`config.mk`:
```
export PLATFORM = sky130hd
export DESIGN_NAME = serial_subtractor
export DESIGN_NICKNAME = d
export VERILOG_FILES = /design/src/rtl/serial_subtractor.sv
export SDC_FILE = /design/constraint.sdc
export NUM_CORES = 1
export LEC_CHECK = 0
export ABC_CLOCK_PERIOD_IN_PS = 2400
export CAP_MARGIN = 20
export CORE_MARGIN = 5
export CORE_UTILIZATION = 54
export DETAILED_ROUTE_END_ITERATION = 6
export HOLD_SLACK_MARGIN = 0.05
export PLACE_DENSITY = 0.88
export SYNTH_ARGS = -nofsm -noshare
export SYNTH_HDL_FRONTEND = slang
export SYNTH_SLANG_ARGS = --single-unit
```
`constraint.sdc`:
```
create_clock -name clk -period 2.4 [get_ports clk]
set_input_delay 0.36 -clock clk [delete_from_list [all_inputs] [get_ports clk]]
set_output_delay 0.36 -clock clk [all_outputs]
set_load 0.02 [all_outputs]
```
`src/rtl/serial_subtractor.sv`:
```
// Bit-serial two's-complement subtractor d = a - b, LSB first, one full-subtractor cell.
// Latency WIDTH+1 cycles from accepted start to done; start is accepted only while ready (IDLE/DONE).
module serial_subtractor #(
   parameter int WIDTH = 8
) (
   input  logic             clk,
   input  logic             reset,
   input  logic             start,
   input  logic [WIDTH-1:0] a,
   input  logic [WIDTH-1:0] b,
   output logic             ready,
   output logic             busy,
   output logic             done,
   output logic [WIDTH-1:0] d,
   output logic             bout,
   output logic             ovf,
   output logic             zero
);

   localparam int CW = (WIDTH > 1) ? $clog2(WIDTH) : 1;

   typedef enum logic [1:0] {
      IDLE = 2'd0,
      RUN  = 2'd1,
      DONE = 2'd2
   } state_t;

   state_t           state;
   logic [WIDTH-1:0] sa;
   logic [WIDTH-1:0] sb;
   logic [WIDTH-2:0] sr;
   logic [CW-1:0]    cnt;
   logic             br;
   logic             a_sign;
   logic             b_sign;

   logic             x;
   logic             y;
   logic             diff;
   logic             br_next;
   logic             last;
   logic [WIDTH-1:0] res;

   // Full-subtractor cell: difference and borrow-out of x - y - br.
   assign x       = sa[0];
   assign y       = sb[0];
   assign diff    = x ^ y ^ br;
   assign br_next = (~x & y) | (~(x ^ y) & br);

   // sr holds the WIDTH-1 bits already produced; res is the result including this cycle's bit.
   assign res  = {diff, sr};
   assign last = (cnt == CW'(WIDTH - 1));

   assign ready = (state == IDLE) || (state == DONE);
   assign busy  = (state == RUN);
   assign done  = (state == DONE);

   always_ff @(posedge clk) begin
      if (reset) begin
         state  <= IDLE;
         sa     <= '0;
         sb     <= '0;
         sr     <= '0;
         cnt    <= '0;
         br     <= 1'b0;
         a_sign <= 1'b0;
         b_sign <= 1'b0;
         d      <= '0;
         bout   <= 1'b0;
         ovf    <= 1'b0;
         zero   <= 1'b0;
      end else begin
         case (state)
            IDLE, DONE: begin
               if (start) begin
                  sa     <= a;
                  sb     <= b;
                  br     <= 1'b0;
                  cnt    <= '0;
                  a_sign <= a[WIDTH-1];
                  b_sign <= b[WIDTH-1];
                  state  <= RUN;
               end else begin
                  state  <= IDLE;
               end
            end
            RUN: begin
               sa  <= sa >> 1;
               sb  <= sb >> 1;
               sr  <= res[WIDTH-1:1];
               br  <= br_next;
               cnt <= cnt + CW'(1);
               if (last) begin
                  state <= DONE;
                  d     <= res;
                  bout  <= br_next;
                  ovf   <= (a_sign != b_sign) && (res[WIDTH-1] != a_sign);
                  zero  <= (res == '0);
               end
            end
            default: state <= IDLE;
         endcase
      end
   end

endmodule

```
## Word level (Yosys, flattened, before mapping)

Cells that the tools add are included.

- Input bits: 19
- Word-level logic and storage cells: 47
- Output and inout bits: 14
- Register bits: 42

- Add/subtract/negate cells: 1
- Reduce and logical (&&, ||, !) cells: 9
- Eq/ne operators: 7
- Bitwise gates (word level): 7
- Muxes and demuxes: 11

Operators by type and width:

| cell | number |
|---|---|
| $pmux W8 S2 | 2 |
| $mux W8 | 2 |
| $logic_not A8 Y1 | 1 |
| $pmux W3 S2 | 1 |
| $reduce_and A2 Y1 | 3 |
| $pmux W2 S2 | 1 |
| $add A3 B1 Y3 const B | 1 |
| $eq A3 B3 Y1 const B | 1 |
| $mux W3 | 1 |
| $and A1 B1 Y1 | 2 |
| $eq A2 B1 Y1 const B | 1 |
| $eq A2 B2 Y1 const B | 1 |
| $logic_not A2 Y1 | 1 |
| $mux W1 | 2 |
| $mux W2 | 1 |
| $ne A1 B1 Y1 | 2 |
| $ne A2 B1 Y1 const B | 1 |
| $ne A2 B2 Y1 const B | 1 |
| $not A1 Y1 | 2 |
| $pmux W1 S2 | 1 |
| $reduce_bool A2 Y1 | 1 |
| $reduce_or A2 Y1 | 1 |
| $xor A1 B1 Y1 | 2 |
| $logic_and A1 B1 Y1 | 1 |
| 2 further kinds | 2 |

## Depth between registers and ports, before layout

- Word-level depth: 5
- Gate-level depth with buffers: 6
- Depth with buffers taken out: 5

## Worst setup path before layout

Ideal clock, no wire load.

- Kind: register to register
- Start: register sb[0]
- End: register ovf
- Path buffers: 0
- Arrival time: 1.443 ns
- Data required time: 2.309 ns
- Setup time: 0.091 ns
- Stages on the path, launching flop included: 5
- Period minus slack after synthesis: 1.533 ns
- Path slack: 0.867 ns
- Cell sequence: dfxtp_1 inv_1 fa_1 or3b_1 a311oi_1

- Word-level cells in the longest chain between the ends: 4

Ends and longest elaborated chain:

| what | RTL line | RTL |
|---|---|---|
| start, declared | 30 | `logic [WIDTH-1:0] sb;` |
| start signal, assigned | 89 | `sb <= sb >> 1;` |
| $xor A1 B1 Y1 (2 in a row) | 47 | `assign diff = x ^ y ^ br;` |
| named net diff | 39 | `logic diff;` |
| $ne A1 B1 Y1 | 97 | `ovf <= (a_sign != b_sign) && (res[WIDTH-1] != a_sign);` |
| $logic_and A1 B1 Y1 | 97 |  |
| end signal, assigned | 97 |  |
| end, declared | 16 | `output logic ovf,` |

The timed path passes the listed nets, and every way through them passes these cells.
A chain may end at the register's enable or synchronous reset.

## Worst setup path after layout

- Start: register state[0]
- End: output port busy

- Word-level cells in the longest chain between the ends: 1

Ends and longest elaborated chain:

| what | RTL line | RTL |
|---|---|---|
| start, declared | 28 | `state_t state;` |
| start signal, assigned | 60 | `state <= IDLE;` |
| start signal, assigned | 82 | `state <= RUN;` |
| start signal, assigned | 84 | `state <= IDLE;` |
| $eq A2 B1 Y1 | 55 | `assign busy = (state == RUN);` |
| end, declared | 12 | `output logic busy,` |

Every way passes these cells.

==> flow_metrics.env <==
export IMPL_final_setup_tns_ns=0
export IMPL_cpLargestDelayFamily="buffers and inverters"
export IMPL_h_tree_depth=2
export IMPL_yosys_top_cells_count="nand2_1, dfxtp_1, a21oi_1"
export IMPL_grt_pass1_wl_um=5350
export IMPL_fmax_mhz=485
export IMPL_dp_cells=271
export IMPL_gp_congestion=0.770
export IMPL_critPathRequiredTime_ns=2.04
export IMPL_ff2ff_path_depth=4
export IMPL_hold_violations=0
export IMPL_synthTopCellsByArea="dfxtp_1, nand2_1, a311oi_1, a21oi_1, nor2_1"
export IMPL_ys_warn_count=0
export IMPL_grt_use_total_pct=16.0
export IMPL_fillerInstances=254
export IMPL_floorplan_core_area_mm2=0.00303
export IMPL_grt_max_degree=43
export IMPL_synth_async_reset_ratio_pct=0
export IMPL_endpoint_kind="output pin"
export IMPL_netlist_area_mm2=0.00169
export IMPL_post_drt_wl_per_cell_um=11.4
export IMPL_static_leakage_power_nw=0.728
export IMPL_fin_util_pct=67.6
export IMPL_postCtsSetupBuffers=0
export IMPL_rr_startpoint="sb[0]"
export IMPL_worst_path_buf_inv=2
export IMPL_initial_utilization_pct=55.7
export IMPL_worst_path_stages=3
export IMPL_synth_most_common_cell="nand2_1"
export IMPL_crit_chain="nand2b_1 > inv_2 > clkdlybuf4s50_1"
export IMPL_synth_cells=208
export IMPL_setup_viol=0
export IMPL_drive_gt1_share_pct=4.72
export IMPL_antenna_found_initial=0
export IMPL_cts_resized=0
export IMPL_drt_pass1_iterations=4
export IMPL_wirelength_um=3170
export IMPL_worst_pin_slew_ns=0.448
export IMPL_dp_hpwl_um=2180
export IMPL_critPathMaxStageDelay_ns=0.64
export IMPL_rsz0062_at_grt="no"
export IMPL_num_rows=20
export IMPL_syn_avg_cell_area_um2=8.11
export IMPL_outcome="finished clean"
export IMPL_cts_buffers_inserted=5
export IMPL_cp_max_fo=12
export IMPL_clk_latency_ns=0.33
export IMPL_antenna_left=0
export IMPL_finalCritPeriodShare_pct=85.8
export IMPL_critPathKind="reg2out"
export IMPL_holdPathEnd="d[3]"
export IMPL_die_h_um=65.9
export IMPL_ys_ff_latch=42
export IMPL_worstHoldStart="d[3]"
export IMPL_cts_buffer_depth=2
export IMPL_maxCapViolations=0
export IMPL_skew_ns=0.00917
export IMPL_total_power_w=0.00124
export IMPL_clkTransAtPathRegs_ns=0.11
export IMPL_worstPathArrival_ns=1.70
export IMPL_finalNonFillerCells=277
export IMPL_root_buffer="clkbuf_4"
export IMPL_synth_edf_count=0
export IMPL_grt_pass1_vias=1222
export IMPL_die_x_um=65.9
export IMPL_min_path_cells=2
export IMPL_io_buffer_count=32
export IMPL_r2r_slack_ns=0.71
export IMPL_reg2reg_to="ovf"
export IMPL_peakVddDrop_mv=0.261
export IMPL_synth_top_area_cell="dfxtp_1"
export IMPL_synth_cell_type_count=22
export IMPL_worst_slack_ns=0.340
export IMPL_route_vias_total=1422
export IMPL_worstHoldPathType="reg2reg"
export IMPL_max_slew_margin_rel_pct=70.1
export IMPL_cpMaxStageDelayCell="clkdlybuf4s50_1"
export IMPL_drv_slew=0
export IMPL_cts_tree="built"
export IMPL_drt_iter0_drc=129
export IMPL_dp_worst_setup_slack_ns=0.673
export IMPL_fin_nets=256
export IMPL_cts_hold_buf=0
export IMPL_area_growth_pct=21.3
export IMPL_worst_setup_path_start_kind="flop"
export IMPL_layout_min_cycle_time_ns=2.06
export IMPL_drc=0
export IMPL_synth_top_area_share_pct=49.8
export IMPL_drt_vias_per_instance=5.13
export IMPL_globalRoute_totalOverflow=0
export IMPL_num_io_pins=33
export IMPL_power_density_mw_per_mm2=608
export IMPL_synth_ff_type="dfxtp_1"
export IMPL_ys_seq_area_share_pct=49.8
export IMPL_dieArea_mm2=0.00434
export IMPL_syn_nets=230
export IMPL_cts_sinks=42
export IMPL_antenna_cells=0
==> placed cells by master (no fill, tap or decap), drive strengths merged, types with 3 or more instances in the layout <==
cell,n
buf,3
clkdlybuf4s50,32
nor2,18
a21oi,24
nand2,65
a311oi,15
inv,4
clkbuf,6
nand2b,3
nand3,7
dfxtp,42
==> kinds of logic after synthesis <==
family / Yosys count / synth area share, %
DFF: 42 / 49.8
and+or+nand+nor: 102 / 25.6
adders and majority gates: 3 / 2.67
buffers and inverters: 20 / 6.15
AOI/OAI and AO/OA: 41 / 15.8
==> metrics by stage <==
step	hold slack, ns	instance area [um2]
floorplan	0.439	1690
global placement	0.441	2000
detailed placement	0.447	2000
CTS	0.463	2050
global route	0.486	2050
finish	0.457	2050
==> routing by layer <==
| layer | GRT usage [%] | wire (um) |
|---|---|---|
| met1 | 20.0 | 1490 |
| met2 | 25.2 | 1450 |
| met3 | 4.25 | 181 |
| met4 | 7.77 | 49 |
| met5 | 0 | 0 |
==> power by group <==
| group | switching [W] | internal [W] | leakage (nW) |
|---|---|---|---|
| Sequential | 0.0000205 | 0.000730 | 0.343 |
| Clock | 0.000199 | 0.000132 | 0.0302 |
| Combinational | 0.0000891 | 0.0000733 | 0.355 |
| Total | 0.000309 | 0.000936 | 0.728 |
==> tightest hold or removal path: stages (launching register included) <==
cell and delay (ns):
dfxtp_1 0.32, nand2_1 0.05, a21oi_1 0.05
==> final cells by class <==
type | count | area [um2] | share of cell area, %
Sequential cell | 42 | 841 | 41.1
Multi-Input combinational cell | 146 | 743 | 36.3
Timing Repair Buffer | 35 | 343 | 16.7
Tap cell | 44 | 55.1 | 2.69
Clock buffer | 6 | 51.3 | 2.50
Inverter | 4 | 15.0 | 0.733
==> how the worst max path moves through the flow <==
| stage | from | end | slack [ns] |
|---|---|---|---|
| after floorplan | sb[0] | ovf | 0.87 |
| after global placement | start | sa[3] | 0.71 |
| after detailed placement | start | sa[5] | 0.67 |
| after CTS | state[0] | busy | 0.33 |
| after global routing | state[0] | busy | 0.26 |
| final | state[0] | busy | 0.34 |
==> flip-flops by register name, summed over array words and instances, names as in the netlist <==
signal,count
bout,1
cnt,3
ovf,1
d,8
zero,1
sb,8
state,2
br,1
sr,7
sa,8
b_sign,1
a_sign,1
Power figures use the tool's default switching activity.
